<file path="config.mk">
export PLATFORM = sky130hd
export DESIGN_NAME = enc_8x3_req
export DESIGN_NICKNAME = d
export VERILOG_FILES = /design/src/rtl/enc_8x3_req.sv
export SDC_FILE = /design/constraint.sdc
export NUM_CORES = 1
export LEC_CHECK = 0
export ABC_CLOCK_PERIOD_IN_PS = 6710
export BUFFER_PORTS_ARGS = -buffer_cell sky130_fd_sc_hd__buf_2
export CORE_ASPECT_RATIO = 1.25
export CORE_MARGIN = 10
export CORE_UTILIZATION = 38
export CTS_BUF_LIST = sky130_fd_sc_hd__clkbuf_8
export DETAILED_ROUTE_END_ITERATION = 8
export PLACE_DENSITY = 0.63
export SLEW_MARGIN = 5
export SYNTH_ARGS = -nofsm -noshare
export SYNTH_HDL_FRONTEND = slang
export SYNTH_SLANG_ARGS = --single-unit
</file>
<file path="constraint.sdc">
create_clock -name clk -period 6.71 [get_ports clk]
set_input_delay 0.3355 -clock clk [delete_from_list [all_inputs] [get_ports clk]]
set_output_delay 0.3355 -clock clk [all_outputs]
set_load 0.1 [all_outputs]
</file>
<file path="src/rtl/enc_8x3_req.sv">
// 8-to-3 request encoder with a pending register and a valid/ready hold stage.
// Define ENC_ROUND_ROBIN_EN for rotating priority; the default build uses fixed highest-index-wins priority.
//
// state | meaning
// IDLE  | nothing held; a grant is loaded from pend when any bit is set
// HOLD  | out_code/out_multi held and valid until accepted or flushed
module enc_8x3_req (
  input  logic       clk,
  input  logic       rst_n,
  input  logic [0:7] req,
  input  logic       flush,
  input  logic       out_ready,
  output logic       out_valid,
  output logic [0:2] out_code,
  output logic       out_multi,
  output logic [0:7] pend
);

  typedef enum logic {
    IDLE = 1'b0,
    HOLD = 1'b1
  } state_e;

  state_e     state_q;
  logic [0:7] pend_q;
  logic [0:7] pend_d;
  logic [0:7] clr_mask;
  logic [2:0] code_q;
  logic       multi_q;
  logic [2:0] sel;
  logic [3:0] pend_cnt;
  logic       accept;

`ifdef ENC_ROUND_ROBIN_EN
  logic [2:0] ptr_q;
  logic [2:0] idx;
`endif

  assign accept = (state_q == HOLD) && out_ready;

  always_comb begin
    pend_cnt = 4'd0;
    for (int i = 0; i < 8; i++) begin
      pend_cnt = pend_cnt + {3'b000, pend_q[i]};
    end
  end

`ifdef ENC_ROUND_ROBIN_EN
  // Scan from lowest to highest priority so the last hit (at ptr_q) wins.
  always_comb begin
    sel = 3'd0;
    idx = 3'd0;
    for (int j = 7; j >= 0; j--) begin
      idx = ptr_q - 3'(j);
      if (pend_q[idx]) sel = idx;
    end
  end
`else
  always_comb begin
    sel = 3'd0;
    for (int i = 0; i < 8; i++) begin
      if (pend_q[i]) sel = 3'(i);
    end
  end
`endif

  // A new request on the granted line in the accept cycle survives the clear.
  always_comb begin
    clr_mask = '0;
    if (accept) clr_mask[code_q] = 1'b1;
    pend_d = (pend_q & ~clr_mask) | req;
  end

  always_ff @(posedge clk or negedge rst_n) begin
    if (!rst_n) begin
      state_q <= IDLE;
      pend_q  <= '0;
      code_q  <= 3'd0;
      multi_q <= 1'b0;
`ifdef ENC_ROUND_ROBIN_EN
      ptr_q   <= 3'd7;
`endif
    end else if (flush) begin
      state_q <= IDLE;
      pend_q  <= '0;
      code_q  <= 3'd0;
      multi_q <= 1'b0;
    end else begin
      pend_q <= pend_d;
      case (state_q)
        IDLE: begin
          if (|pend_q) begin
            state_q <= HOLD;
            code_q  <= sel;
            multi_q <= (pend_cnt >= 4'd2);
          end
        end
        HOLD: begin
          if (out_ready) begin
            state_q <= IDLE;
`ifdef ENC_ROUND_ROBIN_EN
            ptr_q   <= code_q - 3'd1;
`endif
          end
        end
        default: state_q <= IDLE;
      endcase
    end
  end

  assign out_valid = (state_q == HOLD);
  assign out_code  = code_q;
  assign out_multi = multi_q;
  assign pend      = pend_q;

endmodule
</file>
# Yosys cells after proc, flatten, opt, wreduce, memory -nomap -nowiden
# Index checks and enable logic that the tools add are counted.
# word_totals
output_inout_bits,13
mem_bits_ro,0
input_bits,12
latchBits,0
n_memories,0
ff_bits,13
ramBits,0
wordCells,46
# classes
div,0
reduce_logical,5
n_mul,0
add_sub_neg,7
magnitude_cmp,3
n_mux,21
n_bitwise,5
shifts,0
n_eq_ne,1
# ops
operator,count
3-bit two-way mux,9
4-bit by 1-bit adder with 4-bit output,4
8-bit two-way mux,2
8-bit bitwise AND,1
1-bit two-way mux,8
8-bit NOT,1
8-bit OR,1
8-bit OR reduction,1
3-bit by 1-bit adder with 4-bit output,1
4-bit by 2-bit >= comparator with 1-bit output (second input constant),1
4-bit >= comparator (second input constant),1
4-bit by 1-bit less-than comparator with 1-bit output (second input constant),1
3-bit NOT with 4-bit output,1
2-bit by 1-bit adder with 3-bit output,1
1-bit demux with 3-bit select,1
1-bit by 1-bit adder with 2-bit output,1
1-bit logical AND,2
2-bit != test (second input constant),1
1-bit case mux with 2 select lines,1
2-bit AND reduction,1
2-bit nonzero test,1
1-bit NOT,1

# Longest topological paths before layout
# logic_depth
ltp_word,11
mapped_depth,11
mapped_depth_nobuf,11

# Least setup slack after synthesis
# Ideal clock, no wire load.
# synth_path
kind,reg-to-reg
start,"register pend_q, in the netlist pend[7]"
end,register multi_q (netlist: out_multi)
period_less_slack_ns,3.801
arrival_ns,3.702
slack_ns,2.909
n_path_buf,0
required_ns,6.610
setup_time_ns,0.100
path_stages_with_launch,11
path_cell_list,dfrtp_1 > inv_1 > fa_1 > fa_1 > fa_1 > inv_1 > ha_1 > inv_1 > fa_1 > mux2_2 > a311oi_1
# synth_via
elab_chain_cells,5
word_cells_on_any_way,8
classes_between,add/sub (1); order compare (1); mux (3); reduce/logical (3)
# synth_rtl
element,line_no,rtl
"start, declared",25,logic [0:7] pend_q;
"start signal, assigned",89,pend_q <= pend_d;
4-bit by 1-bit adder with 4-bit output,44,"pend_cnt = pend_cnt + {3'b000, pend_q[i]};"
4-bit by 2-bit >= comparator with 1-bit output,95,multi_q <= (pend_cnt >= 4'd2);
1-bit two-way mux,92,if (|pend_q) begin
1-bit two-way mux,90,case (state_q)
1-bit two-way mux,83,end else if (flush) begin
"end signal, assigned",95,
"end, declared",29,logic multi_q;
# Parallel ways exist; a longest one is shown, timed or not. The select of a mux whose other input is x is not followed.
# A chain may end at the register's enable or synchronous reset.

# Final worst setup path
# Same ends and word-level chain as after synthesis.

==> results.md <==
* CP peak stage delay at 550 ps
* Tightest Pin Transition at 493 ps
* Largest net degree at the start of global routing at 14
* Vias per cell at 5.07
* Clock Skews at 0.849 ps
* Post-synth ARST share at 100%
* Worst path slowest cell: fa_1
* Part of the Yosys area used for sequential elements at 40.2%
* Req. time, crit path at 6820 ps
* Crit path cell chain: inv_1 > fa_1 > fa_1 > fa_1 > inv_1 > ha_1 > inv_1 > fa_1 > a211oi_1 > mux2_2 > a311oi_1
* Setup_tns at 0 ps
* CTS tree: built
* Core area at 2000 um^2
* Initial antenna violation count at 0
* Initial Utilization at 40.3%
* Startpoint types: flop
* Worst slew margin relative to its limit at 67.4%
* Pre-antenna DRT Iters at 4
* Total chip power at 0.278 mW
* Slew Limit Fails at 0
* Leak at 0.513 nW
* Commonest cells in the netlist: 19 x inv_1, 13 x dfrtp_1, 9 x nor2_1, 8 x a21oi_1, 8 x o21ai_0
* Buf/Inv on CP at 3
* RePlAce Congestion at 0.813
* CTS Buffer Depth at 2
* Highest routed layer: met4
* Biggest area consumer among synthesized cells: dfrtp_1
* Syn Nets at 106
* RSZ-0062 raised after global routing: false
* Most Frequent Cell on Critical Path: fa_1
* EDFF count, synth at 0
* Met3 routed wirelength at 90 um
* Hpwl dp at 1530 um
* ANT nets after route at 0
* Antenna Diode Count at 0
* Clock root cell: clkbuf_8
* Cell area after synthesis at 808 um^2
* GRT overflow at 0
* Total track usage at 9.87%
* Hold Fails Final Rpt at 0
* Period Utilization, post-route at 47.8%
* Unique masters post-synth at 21
* Number of global-route vias before repair at 708
* Nets at 135
* Clock transition at path regs at 60 ps
* Detailed-route via count at 680
* Placed Area at 950 um^2
* Wire per inst at 14.3 um
* Routed length on met2 at 989 um
* H-tree levels at 1
* Synth Warn # at 0
* Share of cells above drive strength 1 at 27.2%
* WL met1 at 800 um
* Synth-to-layout area growth at 24.3%
* # clock sinks at 13
* DRT iter0 DRCs at 35
* Remaining DRCs at 0
* Post-synth top area share at 40.2%
* Top Ports at 25
* Clock Latency Late Sink at 240 ps
* Most frequent cell after synthesis: inv_1
* Design Area, Final at 1000 um^2
* Min-Delay Path Class: in2reg
* Ranking of synthesized cells by area: dfrtp_1 40%, fa_1 9.9%, inv_1 8.8%, ha_1 6.2%, a21oi_1 5.0%
* Chip Width at 61.3 um
* Power Dens Cells at 277 nW/um^2
* Final wirelength at 1920 um
* CP max FO at 5
* Avg Cell Area, Syn at 9.40 um^2
* CP arrival at 3320 ps
* Post-CTS Resized at 0
* MaxCap Viol Count at 0
* Quantity of I/O buffers inserted on ports at 24
* CTS Buf Count at 3
* Crit path max-delay family: adder cells
* Main flop type after synthesis: dfrtp_1
* Row count at 18
* Die Y at 71.6 um
* Full die area at 4380 um^2
* Tmin final at 3210 ps
* Worst VDD drop at 0.217 mV
* Status: complete, no violations
* Yosys reg bits at 13
* Gate count after technology mapping at 86
* First-pass GRT wire length at 3270 um
* Setup violations, final at 0
* Max frequency at 312 MHz
* CP endpoint kind: flop
* WS Path Type: reg2reg
## sequential cells by signal, indices dropped and copies added, names as in the netlist
signal	count
out_valid	1
out_multi	1
out_code	3
pend	8
## path summary, 6_finish.rpt
path | from | to | slack (ps) | depth (start not counted)
max in group asynchronous | rst_n | out_code[2] | 5950 | 2
worst min-delay path | out_ready | out_valid | 300 | 2
min in group asynchronous | rst_n | pend[4] | 520 | 2
worst min register to register | pend[1] | pend[1] | 540 | 2
worst max register to register | pend[7] | out_multi | 3500 | 11
worst max-delay path | pend[7] | out_multi | 3500 | 11
## metal layers
metal	vias up	track usage, %
li1	343	-
met1	312	11.6
met2	21	16.1
met3	4	3.00
met4	0	3.82
met5	-	0
## layout make-up
class                   count  area [um^2]
fillers                   196         1000
repair buffers             25          130
flip-flops and latches     13          325
well taps                  20         25.0
multi-input cells          53          408
clock buffers               3         41.3
inverters                  19         71.3
clock inverters             1         3.75
## through the flow
step | setup slack, ps | util, % | std cells | hold WS, ps
finish | 3500 | 50.1 | 134 | 297
floorplan | 2910 | - | 86 | 39.9
global placement | 3600 | 47.4 | 129 | 241
global route | 3270 | 50.1 | 134 | 302
CTS | 3500 | 50.1 | 134 | 286
detailed placement | 3500 | 47.4 | 129 | 246
## cells in the final DEF (no fill, tap or decap)
cell type | Yosys | final
a211oi_1 | 3 | 3
a21oi_1 | 8 | 8
a311oi_1 | 3 | 3
a31oi_1 | 1 | 1
a41oi_4 | 1 | 1
buf_2 | 0 | 24
clkbuf_8 | 0 | 3
dfrtp_1 | 13 | 13
dlygate4sd3_1 | 0 | 1
fa_1 | 4 | 4
ha_1 | 4 | 4
inv_1 | 19 | 20
mux2_2 | 1 | 1
nand2_1 | 1 | 1
nand2b_1 | 3 | 3
nand3_1 | 1 | 1
nand3b_1 | 1 | 1
nand4_1 | 1 | 1
nor2_1 | 9 | 9
nor2_2 | 1 | 1
nor3_2 | 1 | 1
o21ai_0 | 8 | 8
or3_1 | 2 | 2
## cells by family (layout without fill, tap and decap cells)
group	count (synthesis)	in the layout	share of synthesized area, %
flops	13	13	40.2
mux	1	1	1.39
simple gates	20	20	12.8
compound gates	24	24	20.1
buf+inv	20	48	9.29
fa+ha+maj	8	8	16.1
## power by group
part,internal [mW],leakage (nW),switching (mW)
combinational,0.0283,0.323,0.0859
sequential,0.0857,0.163,0.00924
clock,0.0404,0.0269,0.0289
## worst reg2reg max path, cell delays in order, from the launching register on
cell and delay (ps):
dfrtp_1 400, inv_1 100, fa_1 550, fa_1 430, fa_1 430, inv_1 60
ha_1 150, inv_1 60, fa_1 400, a211oi_1 230, mux2_2 190, a311oi_1 80
## repair_timing
item,in CTS,in global routing
hold endpoints to repair,13,0
setup buffers,0,0
hold buffers,1,0
Power figures use the tool's default switching activity.
